File: src/rtl/cfd_cfg_receiver.sv
// Configuration receiver for the 16-channel CFD front end: parallel or
// serial commands committed on STB, per-channel DAC codes and enables, serial readback.
module cfd_cfg_receiver #(
    parameter int CHANNELS = 16,
    parameter int ADDRBITS = 4,
    parameter int DATABITS = 6,
    parameter int MODEBITS = 4,
    parameter int DAC_RST  = 32
) (
    input  logic                         CLK,
    input  logic                         RST,
    input  logic [ADDRBITS-1:0]          ADDR,
    input  logic [DATABITS-1:0]          DATA,
    input  logic [MODEBITS-1:0]          MODE,
    input  logic                         STB,
    input  logic                         SI,
    input  logic                         SI_CLK,
    input  logic                         SO_CLK,
    output logic                         SO,
    output logic [CHANNELS*DATABITS-1:0] DAC,
    output logic [CHANNELS-1:0]          EN,
    output logic                         DONE,
    output logic                         ERR
);

    localparam int FLEN  = MODEBITS + ADDRBITS + DATABITS;
    localparam int RBLEN = ADDRBITS + DATABITS + 1;
    localparam int CW    = $clog2(FLEN + 2);

    localparam logic [MODEBITS-1:0] M_NOP   = MODEBITS'(0);
    localparam logic [MODEBITS-1:0] M_WR    = MODEBITS'(1);
    localparam logic [MODEBITS-1:0] M_BCAST = MODEBITS'(2);
    localparam logic [MODEBITS-1:0] M_EN    = MODEBITS'(3);
    localparam logic [MODEBITS-1:0] M_RB    = MODEBITS'(4);
    localparam logic [MODEBITS-1:0] M_SRST  = MODEBITS'(15);

    localparam logic [CW-1:0] CNT_FULL = CW'(FLEN);
    localparam logic [CW-1:0] CNT_SAT  = CW'(FLEN + 1);

    logic [2:0] stb_q;
    logic [2:0] sic_q;
    logic [2:0] soc_q;
    logic [1:0] si_q;

    logic stb_rise;
    logic sic_rise;
    logic so_rise;

    logic [FLEN-1:0]     shreg;
    logic [CW-1:0]       cnt;
    logic [RBLEN-1:0]    rb;
    logic [DATABITS-1:0] dac_r [CHANNELS];
    logic [CHANNELS-1:0] en_r;
    logic                done_r;
    logic                err_r;

    logic                cmd_go;
    logic                cnt_err;
    logic [MODEBITS-1:0] cmd_mode;
    logic [ADDRBITS-1:0] cmd_addr;
    logic [DATABITS-1:0] cmd_data;
    logic                addr_ok;
    logic [DATABITS-1:0] dac_sel;
    logic                en_sel;

    // Synchronizers are deliberately left untouched by soft reset so a
    // still-high STB cannot be mistaken for a fresh rising edge.
    always_ff @(posedge CLK or posedge RST) begin
        if (RST) begin
            stb_q <= '0;
            sic_q <= '0;
            soc_q <= '0;
            si_q  <= '0;
        end else begin
            stb_q <= {stb_q[1:0], STB};
            sic_q <= {sic_q[1:0], SI_CLK};
            soc_q <= {soc_q[1:0], SO_CLK};
            si_q  <= {si_q[0], SI};
        end
    end

    assign stb_rise = stb_q[1] & ~stb_q[2];
    assign sic_rise = sic_q[1] & ~sic_q[2];
    assign so_rise  = soc_q[1] & ~soc_q[2];

    always_comb begin
        cmd_go   = 1'b0;
        cnt_err  = 1'b0;
        cmd_mode = MODE;
        cmd_addr = ADDR;
        cmd_data = DATA;
        if (stb_rise) begin
            if (cnt == '0) begin
                cmd_go = 1'b1;
            end else if (cnt == CNT_FULL) begin
                cmd_go   = 1'b1;
                cmd_mode = shreg[FLEN-1 -: MODEBITS];
                cmd_addr = shreg[DATABITS +: ADDRBITS];
                cmd_data = shreg[DATABITS-1:0];
            end else begin
                cnt_err = 1'b1;
            end
        end
    end

    always_comb begin
        addr_ok = int'(cmd_addr) < CHANNELS;
        dac_sel = '0;
        en_sel  = 1'b0;
        if (addr_ok) begin
            dac_sel = dac_r[cmd_addr];
            en_sel  = en_r[cmd_addr];
        end
    end

    always_ff @(posedge CLK or posedge RST) begin
        if (RST) begin
            shreg  <= '0;
            cnt    <= '0;
            rb     <= '0;
            en_r   <= '0;
            done_r <= 1'b0;
            err_r  <= 1'b0;
            for (int i = 0; i < CHANNELS; i++) dac_r[i] <= DATABITS'(DAC_RST);
        end else begin
            done_r <= 1'b0;

            // A commit owns the frame; a coincident serial shift is dropped.
            if (stb_rise) begin
                cnt <= '0;
            end else if (sic_rise) begin
                shreg <= {shreg[FLEN-2:0], si_q[1]};
                if (cnt != CNT_SAT) cnt <= cnt + 1'b1;
            end

            if (so_rise) rb <= {rb[RBLEN-2:0], 1'b0};

            if (cnt_err) err_r <= 1'b1;

            if (cmd_go) begin
                case (cmd_mode)
                    M_NOP: begin
                        done_r <= 1'b1;
                    end
                    M_WR: begin
                        if (addr_ok) dac_r[cmd_addr] <= cmd_data;
                        done_r <= 1'b1;
                    end
                    M_BCAST: begin
                        for (int i = 0; i < CHANNELS; i++) dac_r[i] <= cmd_data;
                        done_r <= 1'b1;
                    end
                    M_EN: begin
                        if (addr_ok) en_r[cmd_addr] <= cmd_data[0];
                        done_r <= 1'b1;
                    end
                    M_RB: begin
                        rb     <= {cmd_addr, dac_sel, en_sel};
                        done_r <= 1'b1;
                    end
                    M_SRST: begin
                        shreg  <= '0;
                        cnt    <= '0;
                        rb     <= '0;
                        en_r   <= '0;
                        err_r  <= 1'b0;
                        done_r <= 1'b1;
                        for (int i = 0; i < CHANNELS; i++) dac_r[i] <= DATABITS'(DAC_RST);
                    end
                    default: begin
                        err_r <= 1'b1;
                    end
                endcase
            end
        end
    end

    for (genvar g = 0; g < CHANNELS; g++) begin : g_dac
        assign DAC[g*DATABITS +: DATABITS] = dac_r[g];
    end

    assign SO   = rb[RBLEN-1];
    assign EN   = en_r;
    assign DONE = done_r;
    assign ERR  = err_r;

endmodule

File: config.mk
export PLATFORM = sky130hd
export DESIGN_NAME = cfd_cfg_receiver
export DESIGN_NICKNAME = d
export VERILOG_FILES = /design/src/rtl/cfd_cfg_receiver.sv
export SDC_FILE = /design/constraint.sdc
export NUM_CORES = 1
export LEC_CHECK = 0
export ABC_AREA = 1
export BUFFER_PORTS_ARGS = -buffer_cell sky130_fd_sc_hd__buf_2
export CAP_MARGIN = 5
export CORE_AREA = 2 2 139 141
export CTS_CLUSTER_DIAMETER = 60
export CTS_CLUSTER_SIZE = 25
export DETAILED_ROUTE_END_ITERATION = 6
export DIE_AREA = 0 0 141 143
export PLACE_DENSITY_LB_ADDON = 0.25
export SYNTH_ARGS = -nofsm -noshare
export SYNTH_HDL_FRONTEND = slang
export SYNTH_SLANG_ARGS = --single-unit
File: constraint.sdc
create_clock -name CLK -period 4.6 [get_ports CLK]
set_clock_uncertainty 0.1 [all_clocks]
set_input_delay 0.46 -clock CLK [delete_from_list [all_inputs] [get_ports CLK]]
set_output_delay 0.46 -clock CLK [all_outputs]
set_load 0.05 [all_outputs]
**After elaboration in Yosys (flattened, before gate mapping)**

Cells that the tools add are included.

- $add $sub $neg: 1
- Divide/modulo/power cells: 0
- Bitwise operators: 7
- $lt $le $gt $ge: 4
- Shift operators: 0
- Reduce and logical (&&, ||, !) cells: 10
- Equal/unequal tests: 7
- Mux-type cells: 45
- Multiply operators: 0

Operators by type and width:

| cell | number |
|---|---|
| 96-bit case mux with 3 select lines | 1 |
| 96-bit bitwise mux | 1 |
| 14-bit 2-to-1 mux | 4 |
| 4-bit 2-to-1 mux | 11 |
| 6-bit 2-to-1 mux | 6 |
| 16-bit case mux with 2 select lines | 1 |
| 6-bit binary-select mux with 4-bit select | 1 |
| 6-bit demux with 4-bit select | 1 |
| 11-bit 2-to-1 mux | 2 |
| 11-bit case mux with 2 select lines | 1 |
| 16-bit bitwise mux | 1 |
| 1-bit 2-to-1 mux | 12 |
| 4-bit by 2-bit == test with 1-bit output (second input constant) | 2 |
| 4-bit == test (second input constant) | 2 |
| 4-bit logical NOT | 2 |
| 6-bit OR reduction | 1 |
| 5-bit greater-or-equal comparator (second input constant) | 1 |
| 4-bit by 5-bit less-than comparator with 1-bit output (second input constant) | 1 |
| 5-bit by 1-bit less-than comparator with 1-bit output (second input constant) | 1 |
| 4-bit NOT with 5-bit output | 1 |
| 5-bit OR reduction | 1 |
| 4-bit by 1-bit adder with 4-bit output (second input constant) | 1 |
| 1-bit binary-select mux with 4-bit select | 1 |
| 1-bit demux with 4-bit select | 1 |
| 11 further kinds | 17 |

- Input port bits: 20
- Memory bits (read-only): 0
- Memories: 0
- Register bits: 154
- Latch bits: 0
- RAM bits: 0
- Logic and storage cells: 100

**Logic depth before layout (Yosys ltp)**

- Word-level depth: 11
- Gate-level depth with buffers: 17
- Mapped depth without buffers: 16

**Worst setup path after synthesis**

No wires, ideal clock.

- Kind: reg-to-reg
- From: reg cnt[0]
- To: reg dac_r (netlist bit DAC[36])
- Setup time: 0.118 ns
- Cell stages (with the launch flop): 14
- Period minus slack after synthesis: 2.311 ns
- Arrival: 2.093 ns
- Buffers on the path: 1
- Slack: 2.289 ns
- Cells stage by stage: dfrtp_1 -> inv_1 -> ha_1 -> inv_1 -> nor2_4 -> nand2_2 -> buf_6 -> o21ai_2 -> nand2_2 -> nor2_1 -> nand3b_2 -> nand2_2 -> nand2_1 -> nand2_1

- Word-level cells in the longest chain between the ends: 11
- Elaborated cells on any way between the ends: 27

Ends and longest elaborated chain:

| what | RTL line | RTL |
|---|---|---|
| from (decl) | 50 | `logic [CW-1:0] cnt;` |
| from (signal assigned) | 133 | `if (cnt != CNT_SAT) cnt <= cnt + 1'b1;` |
| 4-bit == test | 95 | `end else if (cnt == CNT_FULL) begin` |
| 4-bit 2-to-1 mux | 95 |  |
| 4-bit 2-to-1 mux | 93 | `if (cnt == '0) begin` |
| 4-bit 2-to-1 mux | 92 | `if (stb_rise) begin` |
| 4-bit NOT with 5-bit output (not written as such) | 146 | `if (addr_ok) dac_r[cmd_addr] <= cmd_data;` |
| 5-bit greater-or-equal comparator (not written as such) / 5-bit by 1-bit less-than comparator with 1-bit output (equally long branches) | 146 |  |
| 1-bit logical AND (not written as such) | 146 |  |
| 6-bit 2-to-1 mux (not written as such) | 146 |  |
| 6-bit demux with 4-bit select | 146 |  |
| 96-bit bitwise mux | 146 |  |
| 96-bit case mux with 3 select lines | 141 | `case (cmd_mode)` |
| to (signal, indexed assignment) | 146 |  |
| to (decl) | 52 | `logic [DATABITS-1:0] dac_r [CHANNELS];` |

Parallel ways exist; a longest one is shown, timed or not.
A chain may end at the register's enable or synchronous reset.

**Final worst setup path**

Same ends and word-level chain as after synthesis.

==> flow_metrics.py <==
metrics = {
    "outcome": {
        "outcome": "finished clean",
    },
    "layout": {
        "final_common_cell": "nand2_1",
        "layout-drive-gt1-share": 0.194,
        "utilization": 0.595,
        "mostFrequentLayoutCells": "nand2_1 (631), nand3_1 (224), inv_1 (162), dfrtp_1 (138), buf_2 (134)",
        "antenna_cells": 0,
        "synthToLayoutAreaGrowth_pct": 13.8,
        "nNetsFinal": 1559,
    },
    "flow_run": {
        "cap_violations": 0,
    },
    "timing": {
        "finalSetupViolCount": 0,
        "slew_viol_final": 0,
        "worstMarginPinSlew_ps": 904,
        "hold_viol_final": 0,
        "fin_tns_setup_ps": 0,
        "fin_crit_sh": 0.783,
        "min_period_ps": 3600,
        "rsz0062_at_grt": "no",
        "slew_headroom": 0.396,
        "max_freq_mhz": 278,
    },
    "synth": {
        "ys_seq_area_frac": 0.399,
        "syn_avg_cell_area_um2": 6.80,
        "syn-instance-count": 1428,
        "yosysWarnings": 0,
        "synth_cell_types": 35,
        "syn_area_um2": 9710,
        "synth_fp_nets": 1451,
        "ys_ff_latch": 154,
    },
    "clock_network": {
        "htreeDepth": 4,
        "clock_sinks": 154,
        "cts_hold_buf": 0,
        "path_clk_slew_ps": 70,
        "cts_tree": "built",
        "cts_root_buffer": "clkbuf_16",
        "worstSkewPairLatency_ps": 450,
        "cts_setup_buffers": 0,
        "clockBufferDepth": 2,
        "cts-buffers-inserted": 17,
        "cts_resized": 0,
    },
    "critical_path": {
        "path_cells": "inv_1 -> ha_1 -> inv_1 -> nor2_4 -> nand2_2 -> nand2_2 -> nand2_2 -> nand2_1 -> nor2_1 -> nand3b_2 -> nand2_2 -> nand2_1 -> nand2_1",
        "crit_start": "cnt[0]$_DFF_PP0_",
        "max_stage_delay_ps": 460,
        "r2r_slack_ps": 1000,
        "cp-endpoint": "DAC[36]$_DFFE_PP0P_",
        "start_kind": "flop",
        "endpoint_kind": "flop",
        "cpMostUsedCell": "nand2_2",
        "path_class": "flop to flop",
        "crit_path_max_fanout": 24,
        "arrival_ps": 3830,
        "cp_slowest_cell": "nand2_2",
        "cp.required_ps": 4830,
        "worstRegToRegCells": 13,
        "worstReg2RegStart": "cnt[0]$_DFF_PP0_",
        "timing.rr.end": "DAC[36]$_DFFE_PP0P_",
    },
    "die": {
        "start_util": 0.523,
        "io_pins": 135,
        "core_area_um2": 18600,
        "die_h_um": 143,
        "core.rowCount": 50,
        "fp.dieW_um": 141,
        "die-area_um2": 20200,
    },
    "detailed_routing": {
        "vias_per_cell": 5.45,
        "drt_iter0_markers": 1012,
        "vias": 9718,
        "wl_per_cell_um": 16.6,
        "first_pass_iters": 5,
        "wl_um": 29600,
        "drc": 0,
        "ant_nets": 0,
    },
    "placement": {
        "hpwl_um": 20100,
        "io_buffer_count": 134,
        "gp_congestion": 0.921,
    },
    "grt": {
        "grt-ovfl-total": 0,
        "grt_pass1_vias": 9111,
        "grt_max_degree": 120,
        "grt_antenna_before_repair": 0,
        "track_usage": 0.304,
        "grt_pass1_wl_um": 47900,
    },
    "power_and_ir_drop": {
        "p_leak_uw": 0.00658,
        "peakVddDrop_mv": 0.311,
        "powerDensity_nw_per_um2": 323,
    },
    "min_path": {
        "hold_path_class": "input pin to flop",
    },
}
## Yosys cell counts (all sizes together)
| cell | instances | share of area |
|---|---|---|
| nand2 | 654 | 0.26 |
| nand3 | 230 | 0.12 |
| inv | 165 | 0.064 |
| dfrtp | 138 | 0.36 |
| o21ai | 56 | 0.035 |
| buf | 53 | 0.036 |
| nor2 | 33 | 0.019 |
| nand3b | 17 | 0.019 |
| clkbuf | 16 | 0.0062 |
| dfstp | 16 | 0.043 |
| nand4 | 16 | 0.010 |
| mux2 | 12 | 0.014 |
| a21oi | 10 | 0.0052 |
| o21bai | 4 | 0.0035 |
| ha | 3 | 0.0039 |
| a311oi | 1 | 0.00090 |
| a31oi | 1 | 0.00064 |
| clkinv | 1 | 0.00039 |
| xnor2 | 1 | 0.00090 |
| xor2 | 1 | 0.00090 |
## power by group
group / switching, µW / total [µW] / internal [µW]
Clock: 627 / 1400 / 769
Combinational: 476 / 653 / 177
Sequential: 65.9 / 1520 / 1450
Total: 1170 / 3570 / 2400
## critical path, delay by kind of cell (launching register included)
family                     cells  cell delay (ps)
adders and majority gates      1              220
DFF                            1              370
and+or+nand+nor               10             2580
buffers and inverters          2              180
## area by class of cell
type / count / area, µm²
clock buffers: 18 / 439
well taps: 234 / 293
fillers: 1774 / 7530
repair buffers: 158 / 876
flip-flops and latches: 154 / 3870
multi-input cells: 1039 / 4810
inverters: 166 / 627
clock inverters: 14 / 136
## worst min-delay path by stage
stage,from,slack (ps),to,cells after the start
CTS,SI_CLK,9,sic_q[0]$_DFF_PP0_,1
global placement,sic_q[0]$_DFF_PP0_,230,sic_q[1]$_DFF_PP0_,0
finish,SI_CLK,8,sic_q[0]$_DFF_PP0_,1
global route,STB,2,stb_q[0]$_DFF_PP0_,1
detailed placement,sic_q[0]$_DFF_PP0_,240,sic_q[1]$_DFF_PP0_,0
floorplan,si_q[0]$_DFF_PP0_,230,si_q[1]$_DFF_PP0_,0
## sequential cells by signal, indices dropped and copies added, names as in the netlist
| name | cells |
|---|---|
| DAC | 96 |
| EN | 16 |
| shreg | 14 |
| rb | 11 |
| cnt | 4 |
| sic_q | 3 |
| soc_q | 3 |
| stb_q | 3 |
| si_q | 2 |
| DONE | 1 |
| ERR | 1 |
## routing by layer
| layer | vias up | global-route usage | wire, µm |
|---|---|---|---|
| met5 | - | 0 | 0 |
| met4 | 0 | 0.110 | 748 |
| met3 | 64 | 0.0647 | 2460 |
| met2 | 449 | 0.482 | 13600 |
| met1 | 4528 | 0.415 | 12800 |
| li1 | 4677 | - | - |
## per-stage QoR
stage / hold WS [ps] / setup WS, ps / total power (µW) / area (µm²) / instances
after floorplan: 231 / 2110 / 2020 / 9720 / 1428
after global placement: 231 / 1170 / 2180 / 10500 / 1751
after detailed placement: 236 / 1130 / 2190 / 10500 / 1751
after CTS: 8.55 / 1100 / 3570 / 11100 / 1783
after global routing: 2.18 / 747 / 3720 / 11100 / 1783
final: 8.27 / 999 / 3570 / 11100 / 1783
## logic make-up after synthesis
logic type                 Yosys count  share of synthesized area
xor gates and xnor gates             2                    0.00180
muxes                               12                     0.0139
buffers and inverters              235                      0.106
AOI/OAI and AO/OA                   72                     0.0448
adders and majority gates            3                    0.00387
and+or+nand+nor                    950                      0.430
DFF                                154                      0.399
Note: power is estimated with default switching activity, not from simulation.
